`config.mk`:
```
export PLATFORM = sky130hd
export DESIGN_NAME = level0_stream_ctrl
export DESIGN_NICKNAME = d
export VERILOG_FILES = /design/src/rtl/level0_pkg.sv /design/src/rtl/l0_skid_buf.sv /design/src/rtl/level0_stream_ctrl.sv
export SDC_FILE = /design/constraint.sdc
export NUM_CORES = 1
export LEC_CHECK = 0
export CORE_MARGIN = 1
export CORE_UTILIZATION = 31
export DETAILED_ROUTE_END_ITERATION = 6
export PLACE_DENSITY = 0.62
export SLEW_MARGIN = 20
export SYNTH_ARGS = -nofsm -noshare
export SYNTH_HDL_FRONTEND = slang
export SYNTH_HIERARCHICAL = 1
export SYNTH_SLANG_ARGS = --single-unit
```
`constraint.sdc`:
```
create_clock -name clk -period 3.3 [get_ports clk]
set_input_delay 0.66 -clock clk [delete_from_list [all_inputs] [get_ports clk]]
set_output_delay 0.66 -clock clk [all_outputs]
set_load 0.005 [all_outputs]
```
`src/rtl/level0_pkg.sv`:
```
`default_nettype none
// ============================================================================
// Module      : level0_pkg
// Description : Shared types and constants for the level-0 stream controller.
//               Holds the controller state encoding, the default geometry of
//               the level-0 register file and the entry type.
// Revision    : 1.0 - initial release
// ============================================================================
package level0_pkg;

  localparam int L0_DATA_W = 48;  // 3 x 16-bit fields
  localparam int L0_ADDR_W = 4;
  localparam int L0_DEPTH  = 10;

  typedef logic [L0_DATA_W-1:0] l0_entry_t;

  typedef enum logic [1:0] {
    ST_IDLE   = 2'd0,
    ST_LOAD   = 2'd1,
    ST_LOADED = 2'd2,
    ST_READ   = 2'd3
  } l0_state_e;

endpackage : level0_pkg
`default_nettype wire

```
`src/rtl/l0_skid_buf.sv`:
```
`default_nettype none
// ============================================================================
// Module      : l0_skid_buf
// Description : 2-entry FIFO that absorbs register-file read data while the
//               downstream consumer applies backpressure.
// Ports       : clk, rst_n     - clock / asynchronous active-low reset
//               flush_i        - synchronous flush (wins over push/pop)
//               push_i, din_i  - write side
//               pop_i          - read side (ignored when empty)
//               occ_o          - number of stored entries (0..2)
//               head_o         - oldest entry
// Revision    : 1.0 - initial release
// ============================================================================
module l0_skid_buf #(
  parameter int WIDTH = 48
) (
  input  logic             clk,
  input  logic             rst_n,
  input  logic             flush_i,
  input  logic             push_i,
  input  logic [WIDTH-1:0] din_i,
  input  logic             pop_i,
  output logic [1:0]       occ_o,
  output logic [WIDTH-1:0] head_o
);

  logic [WIDTH-1:0] slot0_q;  // head
  logic [WIDTH-1:0] slot1_q;
  logic [1:0]       occ_q;
  logic             w_pop;
  logic             w_push;

  assign w_pop  = pop_i && (occ_q != 2'd0);
  // A push into a full buffer is only legal when the head leaves in the same cycle.
  assign w_push = push_i && ((occ_q != 2'd2) || w_pop);

  always_ff @(posedge clk or negedge rst_n) begin
    if (!rst_n) begin
      slot0_q <= '0;
      slot1_q <= '0;
      occ_q   <= 2'd0;
    end else if (flush_i) begin
      occ_q <= 2'd0;
    end else begin
      case ({w_push, w_pop})
        2'b10: begin
          if (occ_q == 2'd0) slot0_q <= din_i;
          else               slot1_q <= din_i;
          occ_q <= occ_q + 2'd1;
        end
        2'b01: begin
          slot0_q <= slot1_q;
          occ_q   <= occ_q - 2'd1;
        end
        2'b11: begin
          if (occ_q == 2'd1) begin
            slot0_q <= din_i;
          end else begin
            slot0_q <= slot1_q;
            slot1_q <= din_i;
          end
        end
        default: ;
      endcase
    end
  end

  assign occ_o  = occ_q;
  assign head_o = slot0_q;

endmodule : l0_skid_buf
`default_nettype wire

```
`src/rtl/level0_stream_ctrl.sv`:
```
`default_nettype none
// ============================================================================
// Module      : level0_stream_ctrl
// Description : Front-end controller for the level-0 register file
//               (1R/1W, 1-cycle read latency). Loads a valid/ready stream of
//               entries at consecutive addresses, then replays them on
//               command as a valid/ready stream with full backpressure.
// Ports       : clk, rst_n, clear         - clock, async reset, sync abort
//               in_valid/in_ready/in_data/in_last      - load stream
//               rd_start                  - replay command (LOADED only)
//               out_valid/out_ready/out_data/out_last - replay stream
//               count, busy               - status
//               mem_cen_n/mem_wen/mem_addr/mem_wdata/mem_rdata - RF port
// Revision    : 1.0 - initial release
// ============================================================================
module level0_stream_ctrl
  import level0_pkg::*;
#(
  parameter int DATA_W = L0_DATA_W,
  parameter int ADDR_W = L0_ADDR_W,
  parameter int DEPTH  = L0_DEPTH,
  parameter int CNT_W  = $clog2(DEPTH + 1)
) (
  input  logic              clk,
  input  logic              rst_n,
  input  logic              clear,
  input  logic              in_valid,
  output logic              in_ready,
  input  logic [DATA_W-1:0] in_data,
  input  logic              in_last,
  input  logic              rd_start,
  output logic              out_valid,
  input  logic              out_ready,
  output logic [DATA_W-1:0] out_data,
  output logic              out_last,
  output logic [CNT_W-1:0]  count,
  output logic              busy,
  output logic              mem_cen_n,
  output logic              mem_wen,
  output logic [ADDR_W-1:0] mem_addr,
  output logic [DATA_W-1:0] mem_wdata,
  input  logic [DATA_W-1:0] mem_rdata
);

  localparam logic [CNT_W-1:0]  C_CNT_ONE  = CNT_W'(1);
  localparam logic [CNT_W-1:0]  C_DEPTH    = CNT_W'(DEPTH);
  localparam logic [ADDR_W-1:0] C_ADDR_ONE = ADDR_W'(1);

  l0_state_e         state_q;
  logic              in_ready_q;
  logic              busy_q;
  logic [CNT_W-1:0]  count_q;
  logic [CNT_W-1:0]  delivered_q;  // index of the current skid head
  logic [ADDR_W-1:0] wr_ptr_q;
  logic [ADDR_W-1:0] rd_ptr_q;
  logic              inflight_q;   // read issued last cycle, data on mem_rdata now

  logic              w_wr;
  logic              w_pop;
  logic              w_issue;
  logic [1:0]        w_occ;
  logic [DATA_W-1:0] w_head;
  logic [2:0]        w_pending;

  // clear must stop a handshake in the very cycle it is asserted.
  assign in_ready = in_ready_q & ~clear;
  assign w_wr     = in_valid & in_ready;
  assign w_pop    = out_valid & out_ready & ~clear;

  // Entries that will still be held after this cycle. Counting the pop lets a
  // new read issue while the head leaves, which keeps the replay gap-free
  // under continuous out_ready without ever exceeding two held entries.
  assign w_pending = {1'b0, w_occ} + {2'b00, inflight_q} - {2'b00, w_pop};

  assign w_issue = (state_q == ST_READ) && !clear &&
                   (CNT_W'(rd_ptr_q) < count_q) && (w_pending < 3'd2);

  l0_skid_buf #(
    .WIDTH (DATA_W)
  ) u_skid (
    .clk     (clk),
    .rst_n   (rst_n),
    .flush_i (clear),
    .push_i  (inflight_q),
    .din_i   (mem_rdata),
    .pop_i   (w_pop),
    .occ_o   (w_occ),
    .head_o  (w_head)
  );

  assign out_valid = (w_occ != 2'd0);
  assign out_data  = w_head;
  assign out_last  = out_valid && (delivered_q == (count_q - C_CNT_ONE));
  assign count     = count_q;
  assign busy      = busy_q;

  // Writes and reads are mutually exclusive: in_ready is only high outside READ.
  assign mem_cen_n = ~(w_wr | w_issue);
  assign mem_wen   = w_wr;
  assign mem_addr  = w_wr ? wr_ptr_q : (w_issue ? rd_ptr_q : '0);
  assign mem_wdata = w_wr ? in_data : '0;

  always_ff @(posedge clk or negedge rst_n) begin
    if (!rst_n) begin
      state_q     <= ST_IDLE;
      in_ready_q  <= 1'b0;
      busy_q      <= 1'b0;
      count_q     <= '0;
      delivered_q <= '0;
      wr_ptr_q    <= '0;
      rd_ptr_q    <= '0;
      inflight_q  <= 1'b0;
    end else if (clear) begin
      state_q     <= ST_IDLE;
      in_ready_q  <= 1'b1;
      busy_q      <= 1'b0;
      count_q     <= '0;
      delivered_q <= '0;
      wr_ptr_q    <= '0;
      rd_ptr_q    <= '0;
      inflight_q  <= 1'b0;
    end else begin
      inflight_q <= w_issue;
      if (w_issue) rd_ptr_q    <= rd_ptr_q + C_ADDR_ONE;
      if (w_pop)   delivered_q <= delivered_q + C_CNT_ONE;

      case (state_q)
        ST_IDLE, ST_LOAD: begin
          if (w_wr) begin
            wr_ptr_q <= wr_ptr_q + C_ADDR_ONE;
            count_q  <= count_q + C_CNT_ONE;
            // In IDLE count_q is 0, so this also covers DEPTH == 1.
            if (in_last || ((count_q + C_CNT_ONE) == C_DEPTH)) begin
              state_q    <= ST_LOADED;
              in_ready_q <= 1'b0;
              busy_q     <= 1'b0;
            end else begin
              state_q    <= ST_LOAD;
              in_ready_q <= 1'b1;
              busy_q     <= 1'b1;
            end
          end else begin
            // Covers the first cycle after reset release.
            in_ready_q <= 1'b1;
          end
        end
        ST_LOADED: begin
          if (rd_start && (count_q != '0)) begin
            state_q     <= ST_READ;
            busy_q      <= 1'b1;
            rd_ptr_q    <= '0;
            delivered_q <= '0;
          end
        end
        ST_READ: begin
          if (w_pop && out_last) begin
            state_q <= ST_LOADED;
            busy_q  <= 1'b0;
          end
        end
        default: begin
          state_q <= ST_IDLE;
        end
      endcase
    end
  end

endmodule : level0_stream_ctrl
`default_nettype wire

```
# After elaboration in Yosys (flattened, before gate mapping)
# Cells that the tools add are included.
# Widths: inputs -> output; s select.
classes:
  n_addsub: 9
  n_mul: 0
  div: 0
  n_lt_le_gt_ge: 2
  eq_ne: 16
  n_shift: 0
  mux: 41
  bitwise_logic: 7
  reduce_logical: 25
op_table:
  columns: ["op", "n"]
  rows:
  - ["$mux 48", 5]
  - ["$pmux 48 s3", 1]
  - ["$pmux 48 s2", 1]
  - ["$mux 4", 16]
  - ["$add 4x1->4 const B", 4]
  - ["$mux 2", 6]
  - ["$mux 1", 9]
  - ["$eq 2x2->1 const B", 4]
  - ["$logic_and 1x1->1", 8]
  - ["$reduce_bool 2->1", 4]
  - ["$eq 2x1->1 const B", 3]
  - ["$ne 2x2->1 const B", 3]
  - ["$ne 3x3->1 const B", 2]
  - ["$pmux 2 s3", 1]
  - ["$reduce_and 3->1", 2]
  - ["$reduce_bool 3->1", 2]
  - ["$and 1x1->1", 4]
  - ["$eq 4x4->1", 1]
  - ["$eq 4x4->1 const B", 1]
  - ["$logic_not 2->1", 2]
  - ["$lt 4x4->1", 1]
  - ["$pmux 2 s2", 1]
  - ["$reduce_and 4->1", 1]
  - ["$reduce_bool 4->1", 1]
  - ["other kinds (15)", 17]
word_totals:
  ff_bits: 119
  latch_bits: 0
  mem_bits_rw: 0
  romBits: 0
  inputBits: 103
  out_inout_bits: 110
  mem_count: 0

# Longest topological paths before layout
# Gate-level depths: netlist of the first run.
depth:
  ltp_word: 10
  mapped_depth: 12

# Modules after synthesis
# Netlist of the first run, hierarchy kept.
by_module_without_submodules:
  columns: ["module", "n_inst", "cells_per_inst", "area_each_um2"]
  rows:
  - ["l0_skid_buf", 1, 333, 4287.9]
  - ["level0_stream_ctrl", 1, 200, 1625.3]

# Least setup slack after synthesis of the first run
# Ideal clock, no wire load.
synth_path:
  path_kind: "input -> output"
  from: "input port out_ready"
  to: "output port mem_addr[0]"
  arrival_time_ns: 2.546
  setup_slack_ns: 0.094
  stages: 12
  path_buffers: 0
  cell_sequence: "o21ai_0 > nor2_1 > nor2b_1 > o21ai_0 > fa_1 > nand4b_1 > nor3_2 > o21ai_2 > inv_2 > ha_1 > nand2_1 > nand2_1"
synth_via:
  elab_chain_cells: 7
synth_lines:
  columns: ["item", "line_no", "source"]
  rows:
  - ["start, declared", "level0_stream_ctrl.sv:33", "input logic out_ready,"]
  - ["$and 1x1->1 (2 in series)", "level0_stream_ctrl.sv:68", "assign w_pop = out_valid & out_ready & ~clear;"]
  - ["via w_pop", "level0_stream_ctrl.sv:59", "logic w_pop;"]
  - ["$sub 3x1->3", "level0_stream_ctrl.sv:73", "assign w_pending = {1'b0, w_occ} + {2'b00, inflight_q} - {2'b00, w_pop};"]
  - ["$lt 3x2->1", "level0_stream_ctrl.sv:76", "(CNT_W'(rd_ptr_q) < count_q) && (w_pending < 3'd2);"]
  - ["$logic_and 1x1->1", "level0_stream_ctrl.sv:76", null]
  - ["$mux 4 (2 in series)", "level0_stream_ctrl.sv:100", "assign mem_addr = w_wr ? wr_ptr_q : (w_issue ? rd_ptr_q : '0);"]
  - ["end, declared", "level0_stream_ctrl.sv:40", "output logic [ADDR_W-1:0] mem_addr,"]
# The timed path passes the listed nets, and every way through them passes these cells.

# Final worst setup path of the first run
layout_path:
  from: "input port clear"
  to: "output port mem_addr[2]"
layout_via:
  elab_chain_cells: 7
layout_lines:
  columns: ["item", "line_no", "source"]
  rows:
  - ["start, declared", "level0_stream_ctrl.sv:26", "input logic clear,"]
  - ["$not 1->1 (no source line)", null, null]
  - ["$and 1x1->1", "level0_stream_ctrl.sv:68", null]
  - ["$sub 3x1->3", "level0_stream_ctrl.sv:73", null]
  - ["$lt 3x2->1", "level0_stream_ctrl.sv:76", null]
  - ["$logic_and 1x1->1", "level0_stream_ctrl.sv:76", null]
  - ["$mux 4", "level0_stream_ctrl.sv:100", null]
  - ["$mux 4 *", "level0_stream_ctrl.sv:100", null]
# Every way passes the cells marked *; elsewhere a longest branch is shown, timed or not.

==> impl_metrics.csv, run 1 <==
group,metric,value,unit
logic_synthesis,syn_nets,650,
final_layout,postLayoutCoreUtil,48.5,%
clock_network,cts_max_level,4,
die,die_h,140,um
global_route,first_global_vias,5036,
die,coreArea,18700,um2
die,start_util,31.6,%
worst_setup_path,endpoint_kind,"primary output",
global_route,use_met3,4.34,%
route,drt_iter0_markers,194,
global_route,antenna_found_initial,0,
sta,skew,0.00571,ns
clock_network,clkSinkCount,118,
sta,hold_viol,0,
placed_design,dpl_worst_slack,-0.854,ns
logic_synthesis,yosysTopAreaCellShare,49.9,%
global_route,globalRouteMet2Util,31.5,%
route,wirelength,16.3,mm
worst_setup_path,worstSetupPathType,"input pin to primary output",
global_route,grtUsageTotal,17.2,%
final_layout,antenna_cells,0,
sta,relSlewSlack,41.1,%
final_layout,n_fill_cell,1688,
worst_setup_path,r2r_end,"rd_ptr_q[3]$_DFF_PN0_",
logic_synthesis,synthCells,533,
worst_setup_path,critPathArrivalTime,2.77,ns
sta,finalCritPeriodShare,104,%
clock_network,cts_hold_buf,0,
sta,fmax,291,MHz
route,drc_errors,0,
logic_synthesis,synth_area_leader_cell,"dfrtp_1",
die,pin_count,213,
route,dr.pass1.iters,4,
worst_setup_path,worstSetupStartpointType,"input pin",
sta,rsz0062_at_grt,"true",
worst_setup_path,rrSetupSlack,0.59,ns
worst_setup_path,cp.required,2.64,ns
global_route,top_usage_layer,"met2",
worst_setup_path,ff2ff_path_depth,10,
sta,setup_violations,5,
clock_network,cts_buffers,17,
final_layout,areaGrowthSynthToFinish,53.5,%
logic_synthesis,avgSynthCellArea,11.1,um2
global_route,grt_max_degree,67,
global_route,grt_overflow,0,
clock_network,cts_tree,"built",
logic_synthesis,synth_edf_count,0,
status,violations,"setup timing",
route,ant_nets,0,
logic_synthesis,ys_types,45,
placed_design,gp_congestion,0.782,
pwr,p_leak,4.42,nW
sta,fin_ws,-0.132,ns
logic_synthesis,yosysWarnings,6,
die,fp-row-count,50,
final_layout,fin_nets,879,
job,max_cap_viol_count,0,
logic_synthesis,synth-seq-cells,118,
sta,post-route-min-period,3.43,ns
die,die_x,140,um
clock_network,cts_root_buffer,"clkbuf_16",
placed_design,dp_hpwl,11.9,mm
sta,drv_slew,0,
logic_synthesis,ys.flop_type,"dfrtp_1",
sta,fin_tns_setup,-0.437,ns
logic_synthesis,async_flop_share,100,%
final_layout,drive_gt1_share,16.7,%
logic_synthesis,synth.area.top_cells,"dfrtp_1 50%, mux2i_1 8.6%, mux2_2 5.5%",
worst_setup_path,r2r_start,"u_skid/occ_o[0]$_DFFE_PN0P_",
worst_hold_path,hold_class,"input pin to async pin",
route,detail_route.wl_per_cell,16.2,um
status,status,"finished, violations left",
route,vias,4785,
clock_network,clk_pin_slew,0.05,ns
worst_setup_path,worstPathMaxFanout,5,
placed_design,portBuffers,212,
clock_network,clock_latency,0.41,ns
pwr,power,4.16,mW
pwr,power_density,459,nW/um2
global_route,use_met1,19.0,%
clock_network,clockBufferDepth,2,
route,routed_via_density,4.75,
global_route,grt_pass1_wl,25.6,mm
logic_synthesis,syn_area,5910,um2
sta,worst_pin_slew,0.883,ns
logic_synthesis,seq_area_frac_synth,49.9,%
die,die_area,19600,um2
pwr,peakVddDrop,0.254,mV
[power by group]
part	internal (mW)	switching (mW)	total (mW)
clock network	1.27	0.632	1.91
logic	0.408	0.239	0.647
registers	1.55	0.0644	1.61
total	3.23	0.935	4.16
[how the worst max path moves through the flow]
stage / cells past startpoint / start / to
2_1_floorplan: 12 / out_ready / mem_addr[0]
3_3_place_gp: 10 / out_ready / mem_addr[2]
6_report: 10 / clear / mem_addr[2]
4_1_cts: 11 / u_skid/occ_o[1]$_DFFE_PN0P_ / mem_addr[2]
5_1_grt: 11 / u_skid/occ_o[0]$_DFFE_PN0P_ / mem_addr[2]
3_5_place_dp: 10 / out_ready / mem_addr[2]
[worst max-delay path, cell delays in order]
cell and delay (ns):
dlygate4sd2_1 0.28, nor3_2 0.24, o21ai_1 0.12, fa_1 0.50, nand4b_1 0.16, nor3_4 0.21
o21ai_4 0.12, buf_6 0.13, o31ai_4 0.19, buf_2 0.16
[stage by stage]
stage | hold slack [ns] | cell area, um2 | cells
3_3_place_gp | 0.485 | 8360 | 970
5_1_grt | 0.417 | 9080 | 1007
3_5_place_dp | 0.493 | 8360 | 970
2_1_floorplan | 0.364 | 5910 | 533
6_report | 0.353 | 9080 | 1007
4_1_cts | 0.377 | 9040 | 1005
[cells in the mapped netlist (4+ instances only)]
cell / n
a21oi_1: 54
and2_1: 48
buf_2: 12
buf_6: 5
clkbuf_1: 9
dfrtp_1: 118
ha_1: 13
inv_1: 13
mux2_2: 29
mux2_4: 20
mux2i_1: 51
nand2_1: 21
nor2_1: 72
nor3_1: 4
o21ai_0: 7
xnor2_1: 10
xor2_1: 6
[cells in the final DEF, fill, tap and decap left out, types with 2 or more instances in the layout]
cell / n
dfrtp_1: 118
dlygate4sd2_1: 3
nand2_1: 19
buf_4: 23
ha_1: 12
bufinv_16: 4
clkbuf_16: 17
buf_2: 3
o31ai_1: 2
xnor2_1: 10
nor2_1: 70
clkdlybuf4s50_1: 204
a211oi_1: 2
clkbuf_1: 4
inv_1: 13
buf_6: 3
and2_1: 48
nand2b_4: 2
o21ai_2: 2
clkinv_4: 2
nand2_2: 2
nor2b_1: 2
mux2_2: 29
nand3b_1: 3
a31oi_1: 2
o21ai_0: 4
mux2i_1: 51
nor3_1: 3
xor2_1: 6
mux2_4: 20
a21oi_1: 54
buf_12: 5
[registers in the layout, indices dropped and copies added (netlist names)]
name and count:
wr_ptr_q 4, u_skid/head_o 48, state_q 2, delivered_q 4, count 4, u_skid/slot1_q 48, inflight_q 1, u_skid/occ_o 2
in_ready_q 1, rd_ptr_q 4
[timing repair]
action,CTS,global route
endpoints found under the hold margin,0,0
pin swaps,6,4
setup buffers,6,2
setup endpoints to repair,42,5
resized for setup,33,6
[cells by family after synthesis]
kind of cell	count (synthesis)	synth area share, %
muxes	100	19.2
and+or+nand+nor	162	13.6
AOI/OAI and AO/OA	78	7.47
xor gates and xnor gates	16	2.37
adders and majority gates	14	3.09
buffers and inverters	45	4.32
DFF	118	49.9
[area by class of cell]
cell class,instances,area (um2),area share (%)
Sequential cell,118,2950,32.5
Clock inverter,8,150,1.65
Clock buffer,22,454,5.00
Tap cell,234,293,3.22
Multi-Input combinational cell,370,2790,30.7
Timing Repair Buffer,241,2390,26.3
Inverter,14,52.6,0.579
[metal layers]
layer,vias up,share of wire (%)
li1,2268,-
met4,0,1.5
met5,-,0
met1,2296,41
met2,200,52
met3,21,5.6
Note: power is estimated with default switching activity, not from simulation.
==> inputs of run 2 (changes only) <==
Settings changed: ABC_AREA set to 1, PLACE_DENSITY 0.62 to 0.61.
==> run 2 against run 1 <==
Against the previous run:
- the flow now finishes without violations
- synthesized cell count is 70% higher
- largest power group is now registers
- critical path depth up 5
- clock-buffer cell count did not move
- register-to-register slack better by 0.43 ns
- first-iteration DRC count rose by 23%
- clock skew increased by 0.0054 ns
- critical endpoint is now mem_addr[1]
- via count grew 32%
- wire length up 19%
- worst setup slack better by 0.17 ns
- global-route usage rose by 1.6 points
==> impl_metrics.csv, run 2 <==
group,metric,value,unit
worst_setup_path,worstPathMaxFanout,4,
worst_setup_path,cp.required,2.64,ns
final_layout,n_fill_cell,2033,
worst_setup_path,r2r_end,"delivered_q[1]$_DFF_PN0_",
clock_network,cts_root_buffer,"clkbuf_16",
route,wirelength,19.4,mm
sta,worst_pin_slew,0.616,ns
route,top_layer_used,"met4",
die,fp-row-count,52,
route,drc_errors,0,
die,pin_count,213,
logic_synthesis,synthTopCellsByCount,"400 x nand2_1, 118 x dfrtp_1, 114 x nand3_1, 93 x inv_1, 68 x nor2_1",
clock_network,clock_latency,0.41,ns
worst_setup_path,endpoint_kind,"primary output",
logic_synthesis,async_flop_share,100,%
logic_synthesis,ys_types,31,
sta,hold_viol,0,
worst_setup_path,r2r_start,"u_skid/occ_o[0]$_DFFE_PN0P_",
clock_network,clk_pin_slew,0.05,ns
route,wl_met1,9.26,mm
logic_synthesis,synthCells,908,
logic_synthesis,synth-seq-cells,118,
pwr,p_leak,5.10,nW
placed_design,dp_hpwl,12.7,mm
final_layout,mostFrequentLayoutCells,"395 x nand2_1, 203 x clkdlybuf4s50_1, 117 x dfrtp_1",
clock_network,clockBufferDepth,2,
route,detail_route.wl_per_cell,13.7,um
pwr,peakVddDrop,0.374,mV
placed_design,gp_congestion,0.804,
worst_hold_path,hold_class,"input pin to async pin",
pwr,power,5.75,mW
sta,finalCritPeriodShare,98.8,%
logic_synthesis,synth_area_leader_cell,"dfrtp_1",
sta,relSlewSlack,59.0,%
worst_setup_path,worstSetupPathType,"input pin to primary output",
status,status,"complete, no violations",
worst_setup_path,worstSetupStartpointType,"input pin",
logic_synthesis,seq_area_frac_synth,45.9,%
final_layout,fin_nets,1248,
worst_setup_path,ff2ff_path_depth,16,
global_route,antenna_found_initial,1,
final_layout,drive_gt1_share,9.81,%
clock_network,cts_max_level,4,
logic_synthesis,yosysTopAreaCellShare,45.9,%
route,ant_nets,0,
sta,fmax,307,MHz
sta,skew,0.0111,ns
global_route,grt_max_degree,63,
final_layout,mostFrequentLayoutCell,"nand2_1",
die,start_util,31.7,%
logic_synthesis,syn_area,6440,um2
worst_setup_path,rrSetupSlack,1.02,ns
die,coreArea,20300,um2
logic_synthesis,yosysWarnings,6,
route,routed_via_density,4.45,
route,drt_iter0_markers,238,
job,max_cap_viol_count,0,
sta,drv_slew,0,
route,vias,6294,
sta,fin_tns_setup,0,ns
worst_setup_path,critPathArrivalTime,2.60,ns
sta,post-route-min-period,3.26,ns
clock_network,clkSinkCount,118,
pwr,power_density,597,nW/um2
global_route,grtUsageTotal,18.8,%
sta,setup_violations,0,
route,wl_met2,9.17,mm
logic_synthesis,syn_nets,1025,
global_route,grt_pass1_wl,31.9,mm
die,die_x,146,um
logic_synthesis,avgSynthCellArea,7.09,um2
die,die_h,146,um
sta,rsz0062_at_grt,"true",
logic_synthesis,synth_most_common_cell,"nand2_1",
final_layout,areaGrowthSynthToFinish,49.8,%
clock_network,cts_buffers,17,
logic_synthesis,synth.area.top_cells,"dfrtp_1 46%, nand2_1 23%, nand3_1 8.9%",
clock_network,cts_tree,"built",
logic_synthesis,ys.flop_type,"dfrtp_1",
logic_synthesis,synth_edf_count,0,
global_route,first_global_vias,6104,
placed_design,portBuffers,212,
route,met3WireLength,779,um
final_layout,postLayoutCoreUtil,47.5,%
route,dr.pass1.iters,5,
global_route,grt_overflow,0,
die,die_area,21300,um2
-- run 2: per-layer routing --
metal	up-vias	GRT usage (%)
li1	3224	-
met3	10	4.31
met4	0	4.90
met1	2929	24.9
met5	-	0
met2	131	30.8
-- run 2: worst max-delay path, cell delays in order --
cell           delay [ns]
dlygate4sd2_1        0.29
nand2_4              0.09
nor2_4               0.10
nand2_2              0.07
nand2_2              0.07
nand2_2              0.05
fa_2                 0.54
nand3_2              0.08
nor3_4               0.15
nand2_4              0.08
inv_4                0.09
buf_6                0.11
nand3_2              0.06
o21ai_2              0.06
buf_2                0.12
-- run 2: stage by stage --
stage / cell area, um2 / hold slack (ns) / worst slack, ns / std cells
floorplan: 6440 / 0.364 / 0.441 / 908
global route: 9640 / 0.184 / -0.0912 / 1413
finish: 9640 / 0.179 / 0.0409 / 1413
detailed placement: 8890 / 0.459 / -0.553 / 1368
CTS: 9570 / 0.173 / -0.0712 / 1409
global placement: 8890 / 0.454 / -0.546 / 1368
-- run 2: area by class of cell --
| cell class | count | area (um2) | area share, % |
|---|---|---|---|
| Sequential cell | 118 | 2950 | 30.6 |
| Multi-Input combinational cell | 646 | 2920 | 30.3 |
| Timing Repair Buffer | 250 | 2440 | 25.3 |
| Clock buffer | 22 | 474 | 4.92 |
| Inverter | 98 | 373 | 3.87 |
| Tap cell | 270 | 338 | 3.50 |
| Clock inverter | 8 | 146 | 1.52 |
| Antenna cell | 1 | 2.50 | 0.0260 |
-- run 2: how the worst max path moves through the flow --
| stage | start | end | slack [ns] |
|---|---|---|---|
| global placement | out_ready | mem_addr[0] | -0.55 |
| detailed placement | out_ready | mem_addr[0] | -0.55 |
| CTS | u_skid/occ_o[1]$_DFFE_PN0P_ | mem_addr[0] | -0.07 |
| finish | out_ready | mem_addr[1] | 0.04 |
| floorplan | out_ready | mem_addr[0] | 0.44 |
| global route | u_skid/occ_o[0]$_DFFE_PN0P_ | mem_addr[1] | -0.09 |
-- run 2: report_power, final --
group / switching, mW / total [mW] / internal, mW
Combinational: 0.720 / 1.72 / 0.995
Clock: 0.648 / 1.96 / 1.32
Sequential: 0.236 / 2.07 / 1.84
-- run 2: kinds of logic (layout without fill, tap and decap cells) --
| logic type | Yosys count | after routing | synth area share, % |
|---|---|---|---|
| xor+xnor | 3 | 3 | 0.408 |
| buf+inv | 144 | 378 | 9.68 |
| simple gates | 603 | 603 | 38.9 |
| other cells | 0 | 1 | 0 |
| flops | 118 | 118 | 45.9 |
| compound gates | 26 | 26 | 2.29 |
| fa+ha+maj | 14 | 14 | 2.84 |
-- run 2: timing repair --
item,4_1_cts,5_1_grt
cloned,0,0
hold endpoints to repair,0,0
resized for setup,27,19
setup buffers,11,3
pin swaps,4,7
hold buffers,0,0
endpoints found under the setup margin,5,7
==> inputs of run 3 (changes only) <==
Settings changed: ABC_AREA 1 to not set, CORE_ASPECT_RATIO set to 0.75, CTS_CLUSTER_DIAMETER set to 40, PLACE_DENSITY 0.61 to 0.62.
==> run 3 against run 2 <==
Against the previous run:
- the flow now finishes with violations (setup timing)
- clock-buffer cell count shrank 3
- critical path depth shrank 2
- hold slack gained 0.076 ns
- die area shrank 8.0%
==> impl_metrics.csv, run 3 (synthesis gave the netlist of run 1 again) <==
group,metric,value,unit
route,drt_iter0_markers,258,
placed_design,gp_congestion,0.814,
route,drc_errors,0,
pwr,peakVddDrop,0.251,mV
worst_setup_path,cp.required,2.64,ns
pwr,p_clk_share,45.5,%
route,vias,4674,
worst_setup_path,worstSetupPathType,"input pin to primary output",
final_layout,drive_gt1_share,16.9,%
clock_network,clockBufferDepth,2,
worst_setup_path,critPathArrivalTime,2.67,ns
global_route,antenna_found_initial,0,
pwr,p_leak,4.39,nW
final_layout,n_fill_cell,1712,
sta,drv_slew,0,
pwr,pwr-share-comb,15.5,%
die,die_area,19600,um2
route,dr.pass1.iters,4,
worst_setup_path,r2r_start,"u_skid/occ_o[0]$_DFFE_PN0P_",
die,coreArea,18600,um2
clock_network,clkSinkCount,118,
sta,relSlewSlack,40.1,%
final_layout,mostFrequentLayoutCell,"clkdlybuf4s50_1",
die,die_x,161,um
final_layout,multi_input_area,2770,um2
clock_network,cts_max_level,4,
placed_design,dpl-instance-area,8370,um2
final_layout,areaGrowthSynthToFinish,52.7,%
final_layout,antenna_cells,0,
sta,post-route-min-period,3.33,ns
clock_network,clock_latency,0.40,ns
worst_setup_path,worstSetupStartpointType,"input pin",
final_layout,fin_nets,875,
route,detail_route.wl_per_cell,15.8,um
global_route,grt_pass1_wl,25.7,mm
route,routed_via_density,4.60,
sta,skew,0.00653,ns
final_layout,mostFrequentLayoutCells,"204 x clkdlybuf4s50_1, 118 x dfrtp_1, 71 x nor2_1",
sta,hold_viol,0,
global_route,grtUsageTotal,16.9,%
pwr,seqPwrFrac,39.0,%
clock_network,cts_root_buffer,"clkbuf_16",
clock_network,cts_buffers,17,
die,die_h,122,um
worst_setup_path,crit_start,"out_ready",
final_layout,postLayoutCoreUtil,48.7,%
sta,worst_pin_slew,0.898,ns
worst_setup_path,endpoint_kind,"primary output",
pwr,power.switching,967,uW
pwr,switching_share,23.3,%
worst_hold_path,hold_class,"input pin to async pin",
worst_setup_path,worstPathMaxFanout,4,
die,pin_count,213,
global_route,first_global_vias,4876,
route,ant_nets,0,
sta,fin_ws,-0.0338,ns
sta,fmax,300,MHz
placed_design,dp_hpwl,11.5,mm
sta,rsz0062_at_grt,"true",
clock_network,cts_tree,"built",
die,fp-row-count,43,
sta,holdWs,0.256,ns
pwr,p_int,3.17,mW
route,wirelength,16.1,mm
clock_network,clk_pin_slew,0.06,ns
final_layout,seq_area,2950,um2
global_route,grt_max_degree,59,
die,start_util,31.9,%
job,max_cap_viol_count,0,
clock_network,cts_hold_buf,0,
placed_design,portBuffers,212,
status,violations,"setup timing",
global_route,grt_overflow,0,
pwr,power_density,459,nW/um2
status,status,"finished, violations left",
sta,finalCritPeriodShare,101,%
final_layout,final_area,9030,um2
sta,setup_violations,2,
[run 3: changes by cell type in the layout (fill, tap and decap cells not counted), moves of 8 or more]
cell,previous run,this run
nand3_1,111,1
xnor2_1,0,10
a21oi_1,7,54
nand2_2,8,0
and2_1,1,48
mux2_2,0,29
mux2_4,0,20
mux2i_1,0,51
inv_1,90,13
buf_4,31,20
nand2_1,395,21
[run 3: worst max-delay path, cell delays in order]
cell           delay, ns
dlygate4sd2_1       0.24
o21ai_2             0.07
buf_4               0.14
nor2_2              0.04
nor2b_2             0.12
o21ai_2             0.07
fa_1                0.51
nand4b_1            0.11
nor3_2              0.14
o21ai_2             0.11
buf_4               0.15
o31ai_2             0.16
buf_2               0.14
[run 3: final cells by class]
class	count	share of cell area, %
sequential	118	32.7
clock buffer	19	5.02
timing repair buffer	237	26.0
multi-input combinational	370	30.6
clock inverter	12	1.69
tap	247	3.42
inverter	14	0.582
[run 3: power groups by stage]
stage	combinational (mW)	sequential (mW)	clock [mW]
after floorplan	0.185	1.63	0
after global placement	0.635	1.63	0
after detailed placement	0.649	1.64	0
after CTS	0.651	1.62	1.93
after global routing	0.700	1.63	2.01
final	0.641	1.62	1.88
[run 3: what timing repair did]
item / in CTS / in global routing
pin swaps: 7 / 5
resized for setup: 33 / 3
setup buffers: 6 / 0
setup endpoints to repair: 5 / 5
[run 3: final timing paths]
path                                                   to  slack [ns]  cells past startpoint
setup / recovery                              mem_addr[2]       -0.03                     13
hold / removal              u_skid/slot1_q[9]$_DFFE_PN0P_        0.26                      1
setup reg to reg                    rd_ptr_q[3]$_DFF_PN0_        0.52                     13
hold reg to reg            u_skid/slot1_q[12]$_DFFE_PN0P_        0.50                      1
max in group asynchronous  u_skid/slot1_q[39]$_DFFE_PN0P_        2.28                      2
min in group clk           u_skid/slot1_q[12]$_DFFE_PN0P_        0.50                      1
[run 3: metrics by stage]
| step | setup slack, ns | setup TNS [ns] | power (mW) | std cells |
|---|---|---|---|---|
| 6_report | -0.0338 | -0.0401 | 4.14 | 1017 |
| 3_3_place_gp | -0.691 | -3.18 | 2.27 | 980 |
| 4_1_cts | -0.179 | -0.483 | 4.20 | 1017 |
| 3_5_place_dp | -0.728 | -3.47 | 2.29 | 980 |
| 5_1_grt | -0.198 | -0.648 | 4.33 | 1017 |
| 2_1_floorplan | 0.0938 | 0 | 1.82 | 533 |
[run 3: routing by layer]
layer	vias up	part of all wire (%)	global-route usage, %
met5	-	0	0
met4	0	0.81	4.07
met3	12	4.0	4.22
met2	106	48	27.4
met1	2286	47	22.6
li1	2270	-	-
